--- config.mk ---
export PLATFORM = sky130hd
export DESIGN_NAME = score_digit_renderer
export DESIGN_NICKNAME = d
export VERILOG_FILES = /design/src/rtl/score_digit_renderer.sv
export SDC_FILE = /design/constraint.sdc
export NUM_CORES = 1
export LEC_CHECK = 0
export ABC_AREA = 1
export BUFFER_PORTS_ARGS = -buffer_cell sky130_fd_sc_hd__buf_2
export CELL_PAD_IN_SITES_DETAIL_PLACEMENT = 1
export CELL_PAD_IN_SITES_GLOBAL_PLACEMENT = 2
export CORE_MARGIN = 2
export CORE_UTILIZATION = 31
export CTS_CLUSTER_SIZE = 40
export DETAILED_ROUTE_END_ITERATION = 10
export GPL_TIMING_DRIVEN = 0
export PLACE_DENSITY = 0.89
export SYNTH_ARGS = -nofsm -noshare
export SYNTH_HDL_FRONTEND = slang
export SYNTH_SLANG_ARGS = --single-unit
export TNS_END_PERCENT = 10
--- constraint.sdc ---
create_clock -name i_clk -period 1.7 [get_ports i_clk]
set_clock_uncertainty 0.1 [all_clocks]
set_input_delay 0.34 -clock i_clk [delete_from_list [all_inputs] [get_ports i_clk]]
set_output_delay 0.34 -clock i_clk [all_outputs]
set_load 0.1 [all_outputs]
--- src/rtl/score_digit_renderer.sv ---
// Score field renderer: binary score -> BCD (sequential double-dabble), frame-synchronous commit,
// pixel -> glyph-ROM address mapping. Optional macro SCORE_ZERO_BLANK_EN blanks leading zeros.
module score_digit_renderer #(
  parameter logic [9:0]  ORIGIN_X   = 10'd560,
  parameter logic [9:0]  ORIGIN_Y   = 10'd20,
  parameter int unsigned NUM_DIGITS = 4,
  parameter int unsigned CELL_W     = 32
) (
  input  logic        i_clk,
  input  logic        i_rst,
  input  logic [13:0] i_score,
  input  logic        i_score_valid,
  output logic        o_score_ready,
  input  logic        i_frame_start,
  input  logic [9:0]  i_pix_x,
  input  logic [9:0]  i_pix_y,
  output logic [4:0]  o_sym_x,
  output logic [5:0]  o_sym_y,
  output logic [3:0]  o_sym_type,
  input  logic        i_sym_dot,
  output logic        o_pixel_on
);

  // state  | meaning
  // IDLE   | ready for a new score
  // CONV   | 14 double-dabble steps, r_cnt counts down to 0
  // PEND   | BCD complete, waiting for frame start to commit
  typedef enum logic [1:0] {S_IDLE, S_CONV, S_PEND} state_t;

  localparam logic [9:0]  FIELD_W    = 10'(NUM_DIGITS * CELL_W);
  localparam logic [9:0]  GLYPH_H    = 10'd40;
  localparam logic [4:0]  GLYPH_W    = 5'd30;
  localparam logic [3:0]  TYPE_BLANK = 4'd10;
  localparam logic [3:0]  CONV_LAST  = 4'd13;
  localparam logic [13:0] SCORE_MAX  = 14'd9999;

  state_t      r_state;
  logic        r_ready;
  logic [3:0]  r_cnt;
  logic [13:0] r_bin;
  logic [15:0] r_bcd;
  logic [15:0] r_disp;  // [15:12] is the leftmost (most significant) cell
  logic        r_glyph_q;
  logic [4:0]  r_sym_x;
  logic [5:0]  r_sym_y;
  logic [3:0]  r_sym_type;
  logic        r_pixel_on;

  logic [13:0] w_score_sat;
  logic [15:0] w_bcd_adj;
  logic [15:0] w_disp_next;
  logic [9:0]  w_dx;
  logic [9:0]  w_dy;
  logic        w_in_field;
  logic        w_glyph;
  logic [3:0]  w_digit;

  assign w_score_sat = (i_score > SCORE_MAX) ? SCORE_MAX : i_score;

  always_comb begin
    w_bcd_adj = r_bcd;
    for (int i = 0; i < 4; i++) begin
      if (r_bcd[i*4 +: 4] >= 4'd5) w_bcd_adj[i*4 +: 4] = r_bcd[i*4 +: 4] + 4'd3;
    end
  end

  always_comb begin
    w_disp_next = r_bcd;
`ifdef SCORE_ZERO_BLANK_EN
    // Blank leading zeros; the units cell always shows a digit
    if (r_bcd[15:12] == 4'd0) begin
      w_disp_next[15:12] = TYPE_BLANK;
      if (r_bcd[11:8] == 4'd0) begin
        w_disp_next[11:8] = TYPE_BLANK;
        if (r_bcd[7:4] == 4'd0) w_disp_next[7:4] = TYPE_BLANK;
      end
    end
`else
`endif
  end

  always_ff @(posedge i_clk) begin
    if (i_rst) begin
      r_state <= S_IDLE;
      r_ready <= 1'b1;
      r_cnt   <= 4'd0;
      r_bin   <= 14'd0;
      r_bcd   <= 16'd0;
      r_disp  <= 16'd0;
    end else begin
      case (r_state)
        S_IDLE: begin
          if (i_score_valid && r_ready) begin
            r_bin   <= w_score_sat;
            r_bcd   <= 16'd0;
            r_cnt   <= CONV_LAST;
            r_ready <= 1'b0;
            r_state <= S_CONV;
          end
        end
        S_CONV: begin
          {r_bcd, r_bin} <= {w_bcd_adj[14:0], r_bin, 1'b0};
          if (r_cnt == 4'd0) r_state <= S_PEND;
          else               r_cnt   <= r_cnt - 4'd1;
        end
        S_PEND: begin
          if (i_frame_start) begin
            r_disp  <= w_disp_next;
            r_ready <= 1'b1;
            r_state <= S_IDLE;
          end
        end
        default: begin
          r_ready <= 1'b1;
          r_state <= S_IDLE;
        end
      endcase
    end
  end

  // Field bounds rely on the origin placement never wrapping 10 bits
  assign w_dx       = i_pix_x - ORIGIN_X;
  assign w_dy       = i_pix_y - ORIGIN_Y;
  assign w_in_field = (i_pix_x >= ORIGIN_X) && (w_dx < FIELD_W) &&
                      (i_pix_y >= ORIGIN_Y) && (w_dy < GLYPH_H);
  assign w_glyph    = w_in_field && (w_dx[4:0] < GLYPH_W);

  always_comb begin
    case (w_dx[6:5])
      2'd0:    w_digit = r_disp[15:12];
      2'd1:    w_digit = r_disp[11:8];
      2'd2:    w_digit = r_disp[7:4];
      default: w_digit = r_disp[3:0];
    endcase
  end

  always_ff @(posedge i_clk) begin
    if (i_rst) begin
      r_sym_x    <= 5'd0;
      r_sym_y    <= 6'd0;
      r_sym_type <= TYPE_BLANK;
      r_glyph_q  <= 1'b0;
      r_pixel_on <= 1'b0;
    end else begin
      if (w_glyph) begin
        r_sym_x    <= w_dx[4:0];
        r_sym_y    <= w_dy[5:0];
        r_sym_type <= w_digit;
      end else begin
        r_sym_x    <= 5'd0;
        r_sym_y    <= 6'd0;
        r_sym_type <= TYPE_BLANK;
      end
      r_glyph_q  <= w_glyph;
      r_pixel_on <= i_sym_dot & r_glyph_q;
    end
  end

  assign o_score_ready = r_ready;
  assign o_sym_x       = r_sym_x;
  assign o_sym_y       = r_sym_y;
  assign o_sym_type    = r_sym_type;
  assign o_pixel_on    = r_pixel_on;

endmodule

* Word level (Yosys, flattened, before mapping)
Index checks and enable logic that the tools add are counted.
Storage, ports and cells: logic and storage cells 74, output and inout port bits 17, flip-flop bits (word level) 70
Cells by class: bitwise gates (word level) 3, reduce and logical (&&, ||, !) cells 15, magnitude comparators 10, mux-type cells 20, add/subtract/negate cells 7, equality and inequality tests 8
Operator list (count):
- $pmux 16 s2 | 1
- $mux 14 | 2
- $pmux 14 s2 | 1
- $mux 4 | 5
- $ge 4x3->1 const B | 4
- $mux 16 | 1
- $gt 14x14->1 const B | 1
- $add 4x2->4 const B | 3
- $pmux 4 s3 | 1
- $ge 10x10->1 const B | 1
- $ge 10x5->1 const B | 1
- $lt 10x6->1 const B | 1
- $lt 10x8->1 const B | 1
- $sub 10x10->10 const B | 1
- $sub 10x5->10 const B | 1
- $reduce_and 3->1 | 3
- $ne 2x2->1 const B | 4
- $pmux 4 s2 | 1
- $mux 2 | 3
- $pmux 2 s3 | 1
- $logic_and 1x1->1 | 5
- $lt 5x5->1 const B | 1
- $eq 2x1->1 const B | 2
- $eq 2x2->1 const B | 2
- other kinds (12) | 16

* Longest topological paths before layout
depth after elaboration 8, mapped depth 13

* Worst setup path after synthesis
Ideal clock, no wire load.
path type reg-to-reg, start register r_ready, in the netlist o_score_ready, end register r_bin[7], buffers on the path 1, stages on the path, launching flop included 7, clock period less this slack 2.066 ns, slack -0.366 ns, arrival 1.834 ns, data required time 1.468 ns, cell sequence dfxtp_1 -> nand3_1 -> nand2_2 -> inv_1 -> buf_2 -> a22oi_1 -> a21oi_1
Between the ends: word-level cells in the longest chain between the ends 3
RTL lines:
- from (decl) | line 38 | logic r_ready;
- from (signal assigned) | line 85 | r_ready <= 1'b1;
- from (signal assigned) | line 97 | r_ready <= 1'b0;
- from (signal assigned) | line 109 | r_ready <= 1'b1;
- $logic_and 1x1->1 | line 93 | if (i_score_valid && r_ready) begin
- $ne 2x2->1 (no line)
- $reduce_and 2->1 (no line)
- to (signal assigned) | line 94 | r_bin <= w_score_sat;
- to (signal assigned) | line 102 | {r_bcd, r_bin} <= {w_bcd_adj[14:0], r_bin, 1'b0};
- to (decl) | line 40 | logic [13:0] r_bin;
No other way between the ends. A chain may end at the register's enable or synchronous reset.

* Worst setup path in the final report
start register r_bcd[8], end register r_bcd[10]
Between the ends: word-level cells in the longest chain between the ends 3
RTL lines:
- from (decl) | line 41 | logic [15:0] r_bcd;
- from (signal assigned) | line 102
- $add 4x2->4 / $ge 4x3->1 (equally long branches) | line 63 | if (r_bcd[i*4 +: 4] >= 4'd5) w_bcd_adj[i*4 +: 4] = r_bcd[i*4 +: 4] + 4'd3;
- $mux 4 (*) | line 63
- $pmux 16 s2 (*) | line 91 | case (r_state)
Mark *: on every way between the ends. The rest lies on a longest branch, timed or not.

==> flow_summary_export.csv <==
group,metric,value,unit
critical_path,path_cells,"inv_1 > ha_1 > or2_2 > nand3_2 > nand2_1 > o211ai_1 > a21oi_1",
synthesis,synth.distinct_cells,31,
die,fp.dieW,108,µm
timing,fmax,0.621,GHz
synthesis,syn-instance-count,459,
critical_path,cp.required,1820,ps
timing,tightest_slew,590,ps
timing,slew_viol_final,0,
timing,post-route-min-period,1610,ps
place,place_congestion,0.765,
pwr,p_comb_frac,0.175,
final_layout,post-route-cell-area,4040,µm²
die,start_util,0.321,
critical_path,cpLargestDelayFamily,"simple AND/OR/NAND/NOR gates",
synthesis,ys_seq_area_frac,0.422,
critical_path,cp.arrival,1730,ps
timing,rsz0062_at_grt,"yes",
place,port_buffers,55,
place,hpwl,6.63,mm
place,post_dp_cell_area,3770,µm²
synthesis,synth_fp_nets,509,
critical_path,path_buf_inv,1,
synthesis,avgSynthCellArea,7.24,µm²
pwr,power_frac_seq,0.452,
critical_path,cp_max_fo,6,
synthesis,synth-seq-cells,70,
pwr,clockPowerShare,0.373,
critical_path,start_kind,"register",
clock_tree,clk_root_buffer_cell,"clkbuf_8",
timing,fin_tns_setup,0,ps
routing,ant_nets,0,
final_layout,final_common_cell,"nand2_1",
synthesis,async_reset_ff_frac,0,
synthesis,netlist_area,3320,µm²
pwr,p_leak,1.73,nW
flow_run,max-cap-violations,0,
clock_tree,clock_latency,360,ps
timing,post-route-period-util,0.947,
die,die_area,11600,µm²
pwr,p_switching,0.00120,W
die,io_pins,56,
final_layout,antenna_cells,0,
critical_path,critPathSlowestCell,"dfxtp_2",
clock_tree,cts_tree,"yes",
final_layout,drive_gt1_frac,0.219,
timing,finalSetupViolCount,0,
die,die_height,108,µm
pwr,p_per_area,990,nW/µm²
clock_tree,cts.clk_slew.worst_paths,80,ps
routing,vias,3167,
die,num_rows,37,
synthesis,synthFlopType,"dfxtp_1",
clock_tree,clock_path_buffers,2,
timing,slew-limit-headroom,0.607,
final_layout,final_cell_mix,"nand2_1 (81), inv_1 (69), dfxtp_1 (62)",
clock_tree,cts_inserted_buffers,9,
synthesis,synth_edf_count,0,
pwr,swShare,0.300,
clock_tree,cts.sinks,70,
global_route,grt-ovfl-total,0,
final_layout,fin_nets,575,
global_route,grt_first_pass_wirelength,14.8,mm
routing,drt_iter0_markers,99,
global_route,antenna_found_initial,0,
routing,wl_per_cell,13.3,µm
pwr,internal_power,0.00280,W
routing,dr.pass1.iters,4,
routing,viasPerCell,4.76,
routing,wl,8.86,mm
timing,hold_viol,0,
critical_path,crit_path_end_kind,"register",
critical_path,worst-setup-path-type,"register to register",
run_status,status,"finished clean",
global_route,grt_util_all_layers,0.163,
pwr,vdd_drop_max,0.410,mV
global_route,grt_pass1_vias,3335,
critical_path,critPathMaxStageDelay,390,ps
global_route,grt_max_degree,13,
routing,drc,0,
worst_hold_path,hold_path_class,"input pin to register",
die,fp.coreArea,10400,µm²
synthesis,synth_warnings,0,
final_layout,area_growth,21.5,%
clock_tree,cts_max_level,3,
through the flow:
stage	cells	util	total power, W	hold WS, ps	worst slack, ps
after floorplan	459	-	0.00231	295	134
after detailed placement	650	0.364	0.00254	317	-219
after global routing	666	0.389	0.00422	53.5	-11.9
after global placement	650	0.364	0.00251	310	-182
final	666	0.389	0.00400	65.2	90.1
after CTS	666	0.385	0.00403	57.4	6.91
logic make-up (layout without fill, tap and decap cells):
kind of cell               Yosys count  count (layout)  share of synthesized area
adders and majority gates           11              11                     0.0414
and+or+nand+nor                    181             181                      0.241
buffers and inverters               91             162                      0.110
xor gates and xnor gates             5               5                     0.0154
DFF                                 70              70                      0.422
AOI/OAI and AO/OA                  101             101                      0.171
synthesized netlist by cell type (all sizes together) (2+ instances only):
library cell	number	area share
or2	5	0.0094
a31oi	2	0.0038
xor2	4	0.013
nand3	31	0.048
buf	8	0.016
nand4	8	0.015
dfxtp	70	0.42
nand2	82	0.093
nor2	44	0.059
nor3	11	0.017
o221ai	6	0.016
o21ai	32	0.048
clkbuf	9	0.010
a22oi	4	0.0090
inv	74	0.084
ha	11	0.041
a21oi	50	0.079
o211ai	4	0.0090
state kept, by name, summed over array words and instances, names as in the netlist:
| register | flops |
|---|---|
| r_state | 2 |
| o_pixel_on | 1 |
| r_disp | 16 |
| o_sym_x | 5 |
| r_bin | 14 |
| o_sym_y | 6 |
| r_bcd | 16 |
| o_score_ready | 1 |
| r_cnt | 4 |
| o_sym_type | 4 |
| r_glyph_q | 1 |
layout make-up:
class | count | area [µm²]
buffer | 17 | 91.3
clock inverter | 6 | 86.3
fill | 1338 | 6330
multi-input combinational | 298 | 1590
tap | 136 | 170
sequential | 70 | 1420
inverter | 74 | 278
timing repair buffer | 55 | 275
clock buffer | 10 | 128
worst register-to-register path, cell delays in order (launching register included):
cell      delay [ps]
dfxtp_2          390
inv_1             90
ha_1             220
or2_2            340
nand3_2          110
nand2_1           60
o211ai_1          80
a21oi_1           80
path summary, 6_finish.rpt:
kind	startpoint	to	slack, ps	cells after the start
worst max-delay path	r_bcd[8]$_SDFFE_PP0P_	r_bcd[10]$_SDFFE_PP0P_	90	7
worst min-delay path	i_pix_y[2]	o_sym_y[2]$_SDFF_PP0_	70	2
worst max register to register	r_bcd[8]$_SDFFE_PP0P_	r_bcd[10]$_SDFFE_PP0P_	90	7
worst min register to register	r_glyph_q$_SDFF_PP0_	o_pixel_on$_SDFF_PP0_	320	2
power by group through the flow:
stage	sequential [W]	combinational, W	clock [W]
floorplan	0.00186	0.000446	0
global placement	0.00184	0.000669	0
detailed placement	0.00185	0.000689	0
CTS	0.00181	0.000693	0.00153
global route	0.00182	0.000800	0.00159
finish	0.00181	0.000700	0.00149
routing by layer:
metal  share of wire  wire [µm]  track usage
met1            0.45       3990        0.188
met4           0.022        196       0.0705
met5               0          0            0
met3           0.037        326       0.0291
met2            0.49       4350        0.295
timing repair:
action	4_1_cts	5_1_grt
resized for setup	2	16
endpoints found under the setup margin	4	32
cloned	0	0
hold buffers	0	0
setup buffers	0	0
No activity file was read; power rests on OpenSTA's default activity.
